## config.mk

```make
export PLATFORM = sky130hd
export DESIGN_NAME = apb3_rr_master_arbiter
export DESIGN_NICKNAME = d
export VERILOG_FILES = /design/src/rtl/apb3_arb_pkg.sv /design/src/rtl/apb3_rr_master_arbiter_rr_select.sv /design/src/rtl/apb3_rr_master_arbiter.sv
export SDC_FILE = /design/constraint.sdc
export NUM_CORES = 1
export LEC_CHECK = 0
export BUFFER_PORTS_ARGS = -buffer_cell sky130_fd_sc_hd__buf_2
export CAP_MARGIN = 25
export CORE_MARGIN = 5
export CORE_UTILIZATION = 47
export CTS_CLUSTER_SIZE = 12
export DETAILED_ROUTE_END_ITERATION = 10
export PLACE_DENSITY = 0.94
export SLEW_MARGIN = 15
export SYNTH_ARGS = -nofsm -noshare
export SYNTH_HDL_FRONTEND = slang
export SYNTH_SLANG_ARGS = --single-unit
```

## constraint.sdc

```tcl
create_clock -name PCLK -period 2.19 [get_ports PCLK]
set_input_delay 0.219 -clock PCLK [delete_from_list [all_inputs] [get_ports PCLK]]
set_output_delay 0.219 -clock PCLK [all_outputs]
set_load 0.01 [all_outputs]
```

## src/rtl/apb3_arb_pkg.sv

```systemverilog
// apb3_arb_pkg
//   Shared definitions for the APB3 round-robin master arbiter:
//   FSM state encoding, default bus widths and the wait-counter width
//   used when the ACCESS timeout (APB3_ARB_TIMEOUT_EN) is compiled in.
package apb3_arb_pkg;

   localparam int ARB_AW   = 32;
   localparam int ARB_DW   = 32;
   // wide enough for any TIMEOUT_CYCLES up to 65535
   localparam int TO_CNT_W = 16;

   typedef enum logic [1:0] {
      ST_IDLE   = 2'd0,
      ST_SETUP  = 2'd1,
      ST_ACCESS = 2'd2
   } arb_state_e;

endpackage

```

## src/rtl/apb3_rr_master_arbiter_rr_select.sv

```systemverilog
// rr_select
//   Combinational one-hot round-robin picker. Searches from
//   (last_grant+1) mod NREQ upward and returns the first active request.
// Ports:
//   req        in  NREQ  active requests
//   last_grant in  GW    index of the previous winner
//   gnt        out NREQ  one-hot winner (all zero when nothing requests)
//   gnt_idx    out GW    binary index of the winner
//   any        out 1     at least one request active
module rr_select
   import apb3_arb_pkg::*;
#(
   parameter int NREQ = 2,
   parameter int GW   = 1
) (
   input  logic [NREQ-1:0] req,
   input  logic [GW-1:0]   last_grant,
   output logic [NREQ-1:0] gnt,
   output logic [GW-1:0]   gnt_idx,
   output logic            any
);

   int c;

   always_comb begin
      gnt     = '0;
      gnt_idx = '0;
      any     = 1'b0;
      c       = 0;
      for (int k = 1; k <= NREQ; k++) begin
         // wrap by subtraction so non-power-of-two NREQ works
         c = int'(last_grant) + k;
         if (c >= NREQ) c = c - NREQ;
         if (!any && req[c]) begin
            any     = 1'b1;
            gnt[c]  = 1'b1;
            gnt_idx = GW'(c);
         end
      end
   end

endmodule

```

## src/rtl/apb3_rr_master_arbiter.sv

```systemverilog
// apb3_rr_master_arbiter
//   Shares one APB3 master port between NREQ requesters. Round-robin
//   arbitration in IDLE, then SETUP/ACCESS sequencing; a registered
//   one-cycle response pulse goes back to the winning requester.
//   Optional macro APB3_ARB_TIMEOUT_EN: abort ACCESS after TIMEOUT_CYCLES
//   wait cycles and respond with rsp_err=1, rsp_rdata=0.
// Ports:
//   PCLK, PRESET            clock, synchronous active-high reset
//   req_valid/write/addr/wdata  per-requester request channel (packed)
//   req_ready               one-hot accept pulse (cycle in which the
//                           request is sampled)
//   rsp_valid/rdata/err     registered completion pulse, shared data/err
//   PSEL/PENABLE/PWRITE/PADDR/PWDATA  APB3 master outputs (registered)
//   PRDATA/PREADY/PSLVERR   APB3 master returns
module apb3_rr_master_arbiter
   import apb3_arb_pkg::*;
#(
   parameter int NREQ           = 2,
   parameter int AW             = ARB_AW,
   parameter int DW             = ARB_DW,
   parameter int TIMEOUT_CYCLES = 255
) (
   input  logic               PCLK,
   input  logic               PRESET,
   input  logic [NREQ-1:0]    req_valid,
   input  logic [NREQ-1:0]    req_write,
   input  logic [NREQ*AW-1:0] req_addr,
   input  logic [NREQ*DW-1:0] req_wdata,
   output logic [NREQ-1:0]    req_ready,
   output logic [NREQ-1:0]    rsp_valid,
   output logic [DW-1:0]      rsp_rdata,
   output logic               rsp_err,
   output logic               PSEL,
   output logic               PENABLE,
   output logic               PWRITE,
   output logic [AW-1:0]      PADDR,
   output logic [DW-1:0]      PWDATA,
   input  logic [DW-1:0]      PRDATA,
   input  logic               PREADY,
   input  logic               PSLVERR
);

   localparam int GW = (NREQ > 1) ? $clog2(NREQ) : 1;

   arb_state_e                state;
   logic [GW-1:0]             last_grant;
   logic [NREQ-1:0]           cur_gnt;
   logic [NREQ-1:0]           sel_gnt;
   logic [GW-1:0]             sel_idx;
   logic                      sel_any;
   logic [NREQ-1:0][AW-1:0]   addr_v;
   logic [NREQ-1:0][DW-1:0]   wdata_v;

   assign addr_v  = req_addr;
   assign wdata_v = req_wdata;

`ifdef APB3_ARB_TIMEOUT_EN
   localparam logic [TO_CNT_W-1:0] TO_LAST = TO_CNT_W'(TIMEOUT_CYCLES - 1);
   logic [TO_CNT_W-1:0] wait_cnt;
`else
   logic [31:0] unused_timeout;
   assign unused_timeout = 32'(TIMEOUT_CYCLES);
`endif

   rr_select #(
      .NREQ (NREQ),
      .GW   (GW)
   ) u_sel (
      .req        (req_valid),
      .last_grant (last_grant),
      .gnt        (sel_gnt),
      .gnt_idx    (sel_idx),
      .any        (sel_any)
   );

   // Ready is the live grant while IDLE, so the requester sees it in the
   // same cycle the arbiter samples its request.
   assign req_ready = (state == ST_IDLE && !PRESET) ? sel_gnt : '0;

   always_ff @(posedge PCLK) begin
      if (PRESET) begin
         state      <= ST_IDLE;
         PSEL       <= 1'b0;
         PENABLE    <= 1'b0;
         PWRITE     <= 1'b0;
         PADDR      <= '0;
         PWDATA     <= '0;
         rsp_valid  <= '0;
         rsp_rdata  <= '0;
         rsp_err    <= 1'b0;
         cur_gnt    <= '0;
         last_grant <= GW'(NREQ - 1);
`ifdef APB3_ARB_TIMEOUT_EN
         wait_cnt   <= '0;
`endif
      end else begin
         rsp_valid <= '0;
         case (state)
            ST_IDLE: begin
               if (sel_any) begin
                  PADDR      <= addr_v[sel_idx];
                  PWDATA     <= wdata_v[sel_idx];
                  PWRITE     <= req_write[sel_idx];
                  cur_gnt    <= sel_gnt;
                  last_grant <= sel_idx;
                  PSEL       <= 1'b1;
                  state      <= ST_SETUP;
               end
            end
            ST_SETUP: begin
               PENABLE <= 1'b1;
               state   <= ST_ACCESS;
`ifdef APB3_ARB_TIMEOUT_EN
               wait_cnt <= '0;
`endif
            end
            ST_ACCESS: begin
               if (PREADY) begin
                  PSEL      <= 1'b0;
                  PENABLE   <= 1'b0;
                  rsp_valid <= cur_gnt;
                  rsp_rdata <= PWRITE ? '0 : PRDATA;
                  rsp_err   <= PSLVERR;
                  state     <= ST_IDLE;
               end
`ifdef APB3_ARB_TIMEOUT_EN
               // this is the TIMEOUT_CYCLES-th wait cycle: give up
               else if (wait_cnt == TO_LAST) begin
                  PSEL      <= 1'b0;
                  PENABLE   <= 1'b0;
                  rsp_valid <= cur_gnt;
                  rsp_rdata <= '0;
                  rsp_err   <= 1'b1;
                  state     <= ST_IDLE;
               end else begin
                  wait_cnt <= wait_cnt + 1'b1;
               end
`endif
            end
            default: state <= ST_IDLE;
         endcase
      end
   end

endmodule

```

=== Yosys cells after proc, flatten, opt, wreduce, memory -nomap -nowiden ===
Cells that the tools add are included.

* Register bits after elaboration: 107
* Input bits: 168

* Add/sub/neg operators: 4
* Order comparisons: 7
* Eq/ne operators: 4
* Mux-type cells: 33
* Bitwise gates (word level): 3
* Reductions and logical operators: 15

{| class="wikitable"
|+ Operators with widths
! operator !! count
|-
| 2-to-1 mux 32 bit || 7
|-
| >= comparator 32 x 1 -> 1 bit, second input constant || 2
|-
| >= comparator 32 x 3 -> 1 bit, second input constant || 2
|-
| less-than comparator 32 x 3 -> 1 bit, second input constant || 2
|-
| subtractor 32 x 3 -> 32 bit, second input constant || 2
|-
| 2-to-1 mux 1 bit || 16
|-
| 2-to-1 mux 2 bit || 5
|-
| AND reduction 2 bit || 4
|-
| case mux 2 bit (3 select lines) || 1
|-
| logical AND 1 bit || 4
|-
| != test 2 bit, second input constant || 2
|-
| case mux 1 bit (2 select lines) || 2
|-
| nonzero test 2 bit || 2
|-
| adder 1 x 2 -> 3 bit, second input constant || 1
|-
| AND reduction 3 bit || 1
|-
| OR reduction 3 bit || 1
|-
| adder 1 x 1 -> 2 bit, second input constant || 1
|-
| demux 1 bit (select 1 bit) || 2
|-
| equality test 2 x 1 -> 1 bit, second input constant || 1
|-
| equality test 2 bit, second input constant || 1
|-
| logical NOT 1 bit || 2
|-
| logical NOT 2 bit || 1
|-
| less-than comparator 1 x 2 -> 1 bit, second input constant || 1
|-
| inverter 1 bit || 2
|-
| bitwise OR 2 bit || 1
|}

=== Longest topological paths before layout ===
Gate-level depths: netlist of run 1.

* Word-level depth: 12
* Gate-level depth with buffers: 6
* Gate-level depth less buffers: 3

=== Cells and area by module ===
From an unflattened synthesis of run 1, not the netlist that was laid out.

* Cell total of the unflattened synthesis: 477
* Area, all modules: 4,897.2 um^2

{| class="wikitable"
|+ By module, submodules not included
! module !! instances !! cells each !! area an instance (um^2)
|-
| apb3_rr_master_arbiter || 1 || 472 || 4,864.7
|-
| rr_select || 1 || 5 || 32.5
|}

=== Worst setup path before layout of run 1 ===
No wires, ideal clock.

* Kind: reg-to-output
* Start: reg state[1]
* End: out req_ready[0]
* Arrival: 1.134 ns
* Required time: 1.971 ns
* Slack: 0.837 ns
* Stages on the path, launching flop included: 5
* Path buffers: 1
* Cells stage by stage: dfxtp_1 -> nor2_2 -> clkbuf_1 -> nand3_1 -> nor2_1

* Word-level cells in the longest chain between the ends: 3

{| class="wikitable"
|+ Ends and longest elaborated chain
! what !! RTL line !! text
|-
| from (decl) || apb3_rr_master_arbiter.sv:45 || <nowiki>arb_state_e state;</nowiki>
|-
| from (signal assigned) || apb3_rr_master_arbiter.sv:82 || <nowiki>state <= ST_IDLE;</nowiki>
|-
| from (signal assigned) || apb3_rr_master_arbiter.sv:107 || <nowiki>state <= ST_SETUP;</nowiki>
|-
| from (signal assigned) || apb3_rr_master_arbiter.sv:112 || <nowiki>state <= ST_ACCESS;</nowiki>
|-
| logical NOT 2 bit || apb3_rr_master_arbiter.sv:78 || <nowiki>assign req_ready = (state == ST_IDLE && !PRESET) ? sel_gnt : '0;</nowiki>
|-
| logical AND 1 bit || apb3_rr_master_arbiter.sv:78 ||
|-
| 2-to-1 mux 2 bit || apb3_rr_master_arbiter.sv:78 ||
|-
| to (decl) || apb3_rr_master_arbiter.sv:29 || <nowiki>output logic [NREQ-1:0] req_ready,</nowiki>
|}

Every way passes these cells.

=== Worst setup path in the final report of run 1 ===
Ends and elaborated chain as after synthesis.

==> results of run 1 <==
sequential cells by signal, summed over array words and instances (netlist names), named ones only:
register,flops
PWDATA,32
rsp_rdata,32
rsp_err,1
rsp_valid,2
PENABLE,1
PADDR,32
state,2
cur_gnt,2
PSEL,1
PWRITE,1
routing by layer:
layer | share of wire, % | routed length, um | GRT usage [%]
met5 | 0 | 0 | 0
met4 | 1.8 | 269 | 7.033
met3 | 9.9 | 1464 | 7.342
met2 | 51 | 7565 | 43.03
met1 | 37 | 5451 | 26.89
worst register-to-register path: stages, from the launching register on:
cell and delay (ps):
dfxtp_1 490, nand3b_1 170, nor2b_2 600, buf_8 250, a22o_1 170
layout make-up:
class / count / area [um2] / area share [%]
inverters: 1 / 3.754 / 0.06000
clock buffers: 9 / 123.9 / 1.980
well taps: 133 / 166.4 / 2.660
multi-input cells: 327 / 2215 / 35.40
repair buffers: 286 / 1516 / 24.24
clock inverters: 7 / 88.84 / 1.420
flip-flops and latches: 107 / 2142 / 34.24
kinds of logic after synthesis:
kind of cell | count (synthesis) | synth area share (%)
simple gates | 154 | 13.28
mux | 2 | 0.4344
compound gates | 171 | 33.75
flops | 107 | 46.48
buf+inv | 53 | 6.054
Yosys cell counts, drive strengths merged:
master | n | area share (%)
a211o | 1 | 0.19
a211oi | 1 | 0.16
a21bo | 2 | 0.43
a21boi | 1 | 0.16
a21oi | 67 | 7.3
a22o | 32 | 6.1
a311oi | 65 | 19
and2 | 3 | 0.41
buf | 34 | 4.5
clkbuf | 18 | 1.5
dfxtp | 107 | 46
inv | 1 | 0.081
mux2i | 2 | 0.43
nand2 | 134 | 11
nand2b | 1 | 0.14
nand3 | 1 | 0.11
nand3b | 1 | 0.16
nor2 | 10 | 0.87
nor2b | 1 | 0.14
nor3 | 1 | 0.22
o21ai | 1 | 0.11
o2bb2ai | 1 | 0.19
or2 | 1 | 0.14
or3b | 1 | 0.19
worst min-delay path by stage:
stage / to / slack (ps) / cells past startpoint
after floorplan: rsp_rdata[27] / 340 / 1
after global placement: rsp_rdata[31] / 430 / 2
after detailed placement: rsp_rdata[17] / 430 / 2
after CTS: rsp_rdata[18] / 30 / 2
after global routing: rsp_rdata[26] / 20 / 2
final: rsp_rdata[25] / 50 / 2
power groups by stage:
stage	clock network, mW	registers, mW	logic (mW)
finish	1.25	2.23	1.16
global route	1.36	2.25	1.27
CTS	1.28	2.23	1.17
detailed placement	0	2.27	1.16
global placement	0	2.26	1.13
floorplan	0	2.34	0.628
metrics by stage:
step	setup slack (ps)	total power [mW]	util [%]	hold slack, ps
floorplan	837.1	2.966	-	344.5
global placement	308.4	3.392	62.25	428.3
detailed placement	505.8	3.435	62.40	433.5
CTS	217.7	4.673	64.60	31.04
global route	63.84	4.877	64.60	18.79
finish	224.2	4.634	64.60	49.78
cells in the final DEF (no fill, tap or decap):
master,n
a211o_1,1
a211oi_1,1
a21bo_2,2
a21boi_4,1
a21oi_1,67
a22o_1,32
a311oi_1,15
a311oi_2,50
and2_1,2
and2_4,1
buf_12,3
buf_2,270
buf_4,12
buf_8,1
clkbuf_8,9
clkinv_4,1
clkinv_8,3
dfxtp_1,107
inv_1,1
inv_6,1
inv_8,2
mux2i_1,2
nand2_1,134
nand2b_1,1
nand3_1,1
nand3b_1,1
nor2_1,9
nor2_4,1
nor2b_2,1
nor3_4,1
o21ai_0,1
o2bb2ai_1,1
or2_2,1
or3b_2,1
==> run summary, run 1 <==
Status -> completed
CP Depth -> 5
Power Dens Cells -> 740.8 mW/mm2
Worst setup SP type -> flip-flop
NumNets Final -> 900
Total die area -> 0.01189 mm2
Critical path peak fanout -> 45
Number of buffers created by CTS -> 9
Vias -> 4684
IO Port Bufs -> 271
RSZ-0062 raised after global routing -> false
Max-cap violations -> 0
Post-route cell area -> 0.006256 mm2
WP data required -> 1970 ps
CP Class -> reg2out
Syn Nets -> 655
Fmax achieved -> 0.5087 GHz
Die Ht -> 109.0 um
Psw -> 1.540 mW
Antenna Violating Nets Remaining -> 0
Routed len/inst -> 16.95 um
CTS resizes -> 0
Worst-Skew Late Latency -> 370 ps
Family with the most delay on the worst path -> buffers and inverters
DRC -> 0
Buf+Inv Stages, Crit Path -> 2
HPWL after DPL -> 10910 um
Leakage -> 2.973 nW
Slew Limit Fails -> 0
Fin cells -> 870
Fill cells -> 781
CTS root buf -> clkbuf_8
Critical path's largest stage delay -> 420 ps
Cell Area, Placed -> 0.006043 mm2
Crit path cell chain -> nor2_4 > buf_4 > nand3_1 > nor2_1 > buf_2
TritonCTS clock tree -> built
Critical Path AT -> 1750 ps
Core area -> 0.009684 mm2
I/O Pins -> 272
Sequential share of the synthesized area -> 46.48%
Initial core utilization -> 47.58%
Vias/cell -> 5.384
Slowest CP cell -> buf_4
Initial DRC Count -> 258
Switching Fraction -> 33.23%
Final wirelength -> 14750 um
Final hold vios -> 0
Setup bufs post-CTS -> 0
CP Launch Point -> state[1]
Clock sink count -> 107
Synth Register Bits -> 107
Crit. End Element -> primary output
Synth Cell Area -> 0.004608 mm2
Final setup fails -> 0
Yosys warning total -> 0
Syn_area_per_cell -> 9.462 um2
Initial antenna violation count -> 0
GRT overflow -> 0
Slew @ Worst Pin -> 692.7 ps
Max_slew headroom -> 53.61%
Sequential Power Share -> 48.1%
Critical path endpoint -> req_ready[0]
GRT Util Overall -> 23.86%
Vias in the first global route -> 4518
Die W -> 109.0 um
Post-Syn Instances -> 487
TNS Setup -> 0 ps
FF-to-FF path depth -> 4
Layout cells sized above 1 -> 48.98%
Final min period -> 1966 ps
Worst-case clock buffer depth -> 2
Standard-cell rows -> 36
Reg2reg setup slack -> 480 ps
Beginning of the worst hold path -> PRDATA[25]
Drt first pass iters -> 4
H-tree levels -> 3
N_diodes -> 0
Final RePlAce weighted congestion -> 0.7482
Hold_buf cts -> 0
Reg2Reg Launch Point -> state[0]
Clock Power Share -> 26.9%
Largest net degree at the start of global routing -> 68
Yosys cell types -> 29
Comb pwr share -> 25.0%
Clk pin slew, worst setup/hold paths -> 120 ps
Critical R2R Capture -> rsp_rdata[16]
Global-route wire length before repair -> 22590 um
Inst Count DP -> 854
Clock Skews -> 15.29 ps
Worst vdd ir -> 407.8 uV
Layout area overhead -> 35.76%
Worst hold path class -> in2reg
Period utilisation layout -> 89.76%
Pint -> 3.094 mW
(Power assumes the default switching activity.)
==> inputs of run 2 (changes only) <==
Settings changed: BUFFER_PORTS_ARGS -buffer_cell sky130_fd_sc_hd__buf_2 to not set, CORE_AREA set to 5 5 101 103, CORE_MARGIN 5 to not set, CORE_UTILIZATION 47 to not set, DIE_AREA set to 0 0 106 108, DONT_BUFFER_PORTS set to 1, GPL_TIMING_DRIVEN set to 0, PLACE_DENSITY 0.94 to 0.74.
==> run 2 against run 1 <==
Flip-flop and latch count did not move; sequential power rose by 5%; cell count fell by 24%; critical endpoint is now PADDR[6]; sequential share of layout area rose by 4.9 points; setup slack got worse by 73 ps; register-to-register slack got worse by 330 ps.
==> run summary, run 2 (synthesized netlist as in run 1, its figures left out) <==
Largest net degree at the start of global routing -> 21 (-69%)
CTS root buf -> clkbuf_8
Setup bufs post-CTS -> 0 (unchanged)
Initial core utilization -> 50.59% (+3.0 points)
Routed len/inst -> 22.10 um (+30%)
Vias in the first global route -> 4094 (-9.4%)
Final wirelength -> 14660 um (-0.64%)
Crit path cell chain -> a21bo_2 > clkbuf_1 > nand2_1 > a311oi_1 > dlygate4sd3_1
TNS Setup -> 0 ps (unchanged)
WP data required -> 2500 ps (+530 ps)
Vias/cell -> 6.036 (+12%)
CP Class -> reg2reg
Die W -> 106 um (-2.8%)
N_diodes -> 0 (unchanged)
Antenna Violating Nets Remaining -> 0 (unchanged)
Max-cap violations -> 0 (unchanged)
Most frequent cells in the layout -> nand2_1 (134), dfxtp_1 (107), a21oi_1 (67), a311oi_2 (50), dlygate4sd3_1 (49)
Power Dens Cells -> 824.6 mW/mm2 (+11%)
Most common cell after layout, fill and taps aside -> nand2_1
Critical R2R Capture -> PADDR[6]
Post-route cell area -> 0.005469 mm2 (-13%)
Cell Area, Placed -> 0.004747 mm2 (-21%)
Slew Limit Fails -> 0 (unchanged)
NumNets Final -> 715 (-21%)
Standard-cell rows -> 35 (-2.8%)
Top Registers -> PADDR x32, PWDATA x32, rsp_rdata x32
Worst hold stages -> 2 (unchanged)
Clk pin slew, worst setup/hold paths -> 120 ps (about the same)
GRT overflow -> 0 (unchanged)
Worst setup SP type -> flip-flop
Die Ht -> 108 um (-0.94%)
Critical path peak fanout -> 10 (-78%)
Clock Skews -> 11.56 ps (-3.725 ps)
DRC -> 0 (unchanged)
Fmax achieved -> 0.4906 GHz (-3.6%)
RSZ-0062 raised after global routing -> false
Final min period -> 2038 ps (+72.58 ps)
Fin Hold WS -> 10.66 ps (-39.12 ps)
Layout cells sized above 1 -> 19.02% (-30 points)
Global-route wire length before repair -> 22260 um (-1.5%)
WHS Endpoint -> PADDR[4]
Core area -> 0.009109 mm2 (-5.9%)
Period utilisation layout -> 93.08% (+3.3 points)
Total die area -> 0.01145 mm2 (-3.7%)
Beginning of the worst hold path -> req_addr[4]
Drt first pass iters -> 4 (unchanged)
I/O Pins -> 272 (unchanged)
Initial antenna violation count -> 0 (unchanged)
Reg2reg setup slack -> 150 ps (-330 ps)
H-tree levels -> 3 (unchanged)
Layout area overhead -> 18.68%
Worst-Skew Late Latency -> 360 ps (about the same)
Worst-case clock buffer depth -> 2 (unchanged)
Clock sink count -> 107 (unchanged)
Status -> completed
TritonCTS clock tree -> built
Worst vdd ir -> 449.7 uV (+10%)
FF-to-FF path depth -> 5 (+1)
Vias -> 4002 (-15%)
Final setup fails -> 0 (unchanged)
Worst hold path class -> in2reg
Slowest CP cell -> dlygate4sd3_1
Critical path's largest stage delay -> 620 ps (+200 ps)
Initial DRC Count -> 193 (-25%)
Final RePlAce weighted congestion -> 0.7760 (+3.7%)
IO Port Bufs -> 0 (-100%)
Leakage -> 2.074 nW (-30%)
Max_slew headroom -> 50.86% (-2.8 points)
Crit. End Element -> flip-flop
GRT Util Overall -> 24.38% (+0.52 points)
Slew @ Worst Pin -> 737.1 ps (+44.41 ps)
Number of buffers created by CTS -> 9 (unchanged)
Critical Path AT -> 2350 ps (+600 ps)
HPWL after DPL -> 10650 um (-2.4%)
Final hold vios -> 0 (unchanged)
## run 2: routing by layer
layer / up-vias / global-route usage [%] / routed length (um) / share of wire [%]
met5: - / 0 / 0 / 0
met4: 0 / 5.828 / 216 / 1.5
met3: 16 / 8.418 / 1582 / 11
met2: 208 / 43.53 / 7401 / 51
met1: 1881 / 28.15 / 5454 / 37
li1: 1897 / - / - / -
## run 2: layout make-up
cell class | instances | area [um2]
Multi-Input combinational cell | 327 | 2196
Fill cell | 786 | 3640
Tap cell | 111 | 138.9
Inverter | 1 | 3.754
Sequential cell | 107 | 2142
Clock inverter | 7 | 95.09
Buffer | 52 | 279.0
Timing Repair Buffer | 49 | 490.5
Clock buffer | 9 | 123.9
## run 2: report_power, final
group / internal [mW] / switching, mW
Combinational: 0.375 / 0.483
Sequential: 2.13 / 0.227
Clock: 0.563 / 0.735
## run 2: critical path, delay by kind of cell, from the launching register on
kind / cells / cell delay [ps]
compound gates: 2 / 450
simple gates: 1 / 100
buf+inv: 2 / 1010
flops: 1 / 420
## run 2: how the worst max path moves through the flow
stage,start,endpoint,cells after the start
after floorplan,state[1],req_ready[0],4
after global placement,state[1],req_ready[0],4
after detailed placement,state[1],req_ready[0],4
after CTS,state[1],PADDR[6],5
after global routing,flip-flop,PADDR[8],5
final,flip-flop,PADDR[6],5
## run 2: what timing repair did
item	CTS	global route
endpoints found under the hold margin	42	0
gates resized for setup	1	5
setup endpoints to repair	2	6
hold buffers	49	0
## run 2: per-stage QoR
| stage | total power [mW] | setup slack, ps | util [%] | cells |
|---|---|---|---|---|
| global route | 4.736 | 56.05 | 60.04 | 663 |
| global placement | 3.135 | 375.1 | 52.12 | 598 |
| detailed placement | 3.170 | 343.9 | 52.12 | 598 |
| floorplan | 2.966 | 837.1 | - | 487 |
| CTS | 4.531 | 36.25 | 59.92 | 663 |
| finish | 4.510 | 151.6 | 60.04 | 663 |
==> inputs of run 3 (changes only) <==
Settings changed: PLACE_DENSITY 0.74 to not set, PLACE_DENSITY_LB_ADDON set to 0.2.
==> run 3 against run 2 <==
Clock skew grew 3.1 ps; power shrank 1.8%; sequential share of layout area grew 0.33 points.
==> run summary, run 3 (synthesized netlist as in run 1, its figures left out) <==
Status -> completed
Clk pin slew, worst setup/hold paths -> 110 ps (about the same)
H-tree levels -> 3 (unchanged)
Slew Limit Fails -> 0 (unchanged)
DRC -> 0 (unchanged)
Crit. End Element -> flip-flop
NumNets Final -> 713 (-0.28%)
Final RePlAce weighted congestion -> 0.8618 (+11%)
Critical path peak fanout -> 10 (unchanged)
RSZ-0062 raised after global routing -> true
Inst Count DP -> 598 (unchanged)
Slowest CP cell -> dlygate4sd3_1
N_diodes -> 0 (unchanged)
Initial antenna violation count -> 0 (unchanged)
Worst-case clock buffer depth -> 2 (unchanged)
Initial core utilization -> 50.59% (unchanged)
GRT Util Overall -> 23.67% (-0.70 points)
Layout area overhead -> 17.70%
Largest net degree at the start of global routing -> 19 (-9.5%)
Critical Path AT -> 2330 ps (-20 ps)
Leakage -> 2.044 nW (-1.5%)
Worst vdd ir -> 458.8 uV (+2.0%)
Routed len/inst -> 21.38 um (-3.3%)
Worst setup SP type -> flip-flop
WP data required -> 2500 ps (about the same)
Core area -> 0.009109 mm2 (unchanged)
Final min period -> 2019 ps (-19.60 ps)
Reg2reg setup slack -> 170 ps (+20 ps)
Cell Area, Placed -> 0.004747 mm2 (unchanged)
Final setup fails -> 0 (unchanged)
Most common cell after layout, fill and taps aside -> nand2_1
TritonCTS clock tree -> built
Fmax achieved -> 0.4953 GHz (+0.97%)
Standard-cell rows -> 35 (unchanged)
Max-cap violations -> 0 (unchanged)
I/O Pins -> 272 (unchanged)
Clock sink count -> 107 (unchanged)
Die W -> 106 um (unchanged)
Final hold vios -> 0 (unchanged)
Drt first pass iters -> 4 (unchanged)
CTS root buf -> clkbuf_8
Fin cells -> 661 (-0.30%)
Number of buffers created by CTS -> 9 (unchanged)
Vias -> 3990 (-0.30%)
Period utilisation layout -> 92.18% (-0.89 points)
Worst hold path class -> in2reg
Crit path cell chain -> a21boi_1 > buf_4 > buf_2 > nand2_1 > a311oi_1 > dlygate4sd3_1
Antenna Violating Nets Remaining -> 0 (unchanged)
Worst-Skew Late Latency -> 360 ps (about the same)
HPWL after DPL -> 10340 um (-2.9%)
Global-route wire length before repair -> 21740 um (-2.4%)
Top Registers -> PADDR x32, PWDATA x32, rsp_rdata x32
Fin Hold WS -> 18.92 ps (+8.264 ps)
Total die area -> 0.01145 mm2 (unchanged)
Final wirelength -> 14130 um (-3.6%)
IO Port Bufs -> 0 (unchanged)
Die Ht -> 108 um (unchanged)
Vias/cell -> 6.036 (about the same)
Critical path's largest stage delay -> 570 ps (-50 ps)
Vias in the first global route -> 4075 (-0.46%)
Setup bufs post-CTS -> 0 (unchanged)
Max_slew headroom -> 51.49% (+0.64 points)
CP Class -> reg2reg
Most frequent cells in the layout -> nand2_1 (134), dfxtp_1 (107), a21oi_1 (67), a311oi_2 (50), dlygate4sd3_1 (47)
Slew @ Worst Pin -> 727.6 ps (-9.539 ps)
Initial DRC Count -> 203 (+5.2%)
Layout cells sized above 1 -> 18.55% (-0.48 points)
Post-route cell area -> 0.005424 mm2 (-0.82%)
Power Dens Cells -> 816.1 mW/mm2 (-1.0%)
GRT overflow -> 0 (unchanged)
Clock Skews -> 14.64 ps (+3.078 ps)
==> run 3: what timing repair did <==
item,in CTS,in global routing
hold buffers,46,1
hold endpoints to repair,40,1
resized for setup,0,4
setup endpoints to repair,0,8
==> run 3: worst paths after layout <==
path | end | start | cells after the start
hold reg to reg | cur_gnt[0] | cur_gnt[0] | 2
hold / removal | PWDATA[27] | req_wdata[59] | 2
setup / recovery | PWDATA[26] | flip-flop | 6
setup reg to reg | PWDATA[26] | flip-flop | 6
==> run 3: worst max-delay path, delay by kind of cell (launching register included) <==
family | cells | cell delay (ps)
AOI/OAI and AO/OA | 2 | 500
buffers and inverters | 3 | 1050
and+or+nand+nor | 1 | 70
DFF | 1 | 350
==> run 3: per-stage QoR <==
step | utilization [%] | total power [mW] | setup TNS [ps] | worst slack, ps
floorplan | - | 2.966 | 0 | 837.1
global placement | 52.12 | 3.135 | 0 | 440.4
detailed placement | 52.12 | 3.161 | 0 | 423.3
CTS | 59.35 | 4.455 | 0 | 29.45
global route | 59.55 | 4.648 | -14.27 | -14.27
finish | 59.55 | 4.427 | 0 | 171.2
==> run 3: area by class of cell <==
| cell class | instances | area [um2] |
|---|---|---|
| Clock buffer | 10 | 127.6 |
| Buffer | 52 | 277.8 |
| Multi-Input combinational cell | 327 | 2192 |
| Fill cell | 804 | 3685 |
| Tap cell | 111 | 138.9 |
| Sequential cell | 107 | 2142 |
| Timing Repair Buffer | 47 | 470.5 |
| Clock inverter | 6 | 71.32 |
| Inverter | 1 | 3.754 |
==> run 3: power breakdown <==
group          internal, mW  switching [mW]  leakage, nW
clock                 0.541           0.688       0.0935
combinational         0.370           0.474         1.07
sequential             2.13           0.228        0.881
total                  3.04            1.39         2.04
==> run 3: metal layers <==
metal  up-vias  part of all wire (%)  global-route usage, %
met3        23                    11                  8.119
met1      1858                    37                  26.86
met4         0                   2.0                  8.141
met5         -                     0                      0
met2       217                    50                  41.71
li1       1892                     -                      -
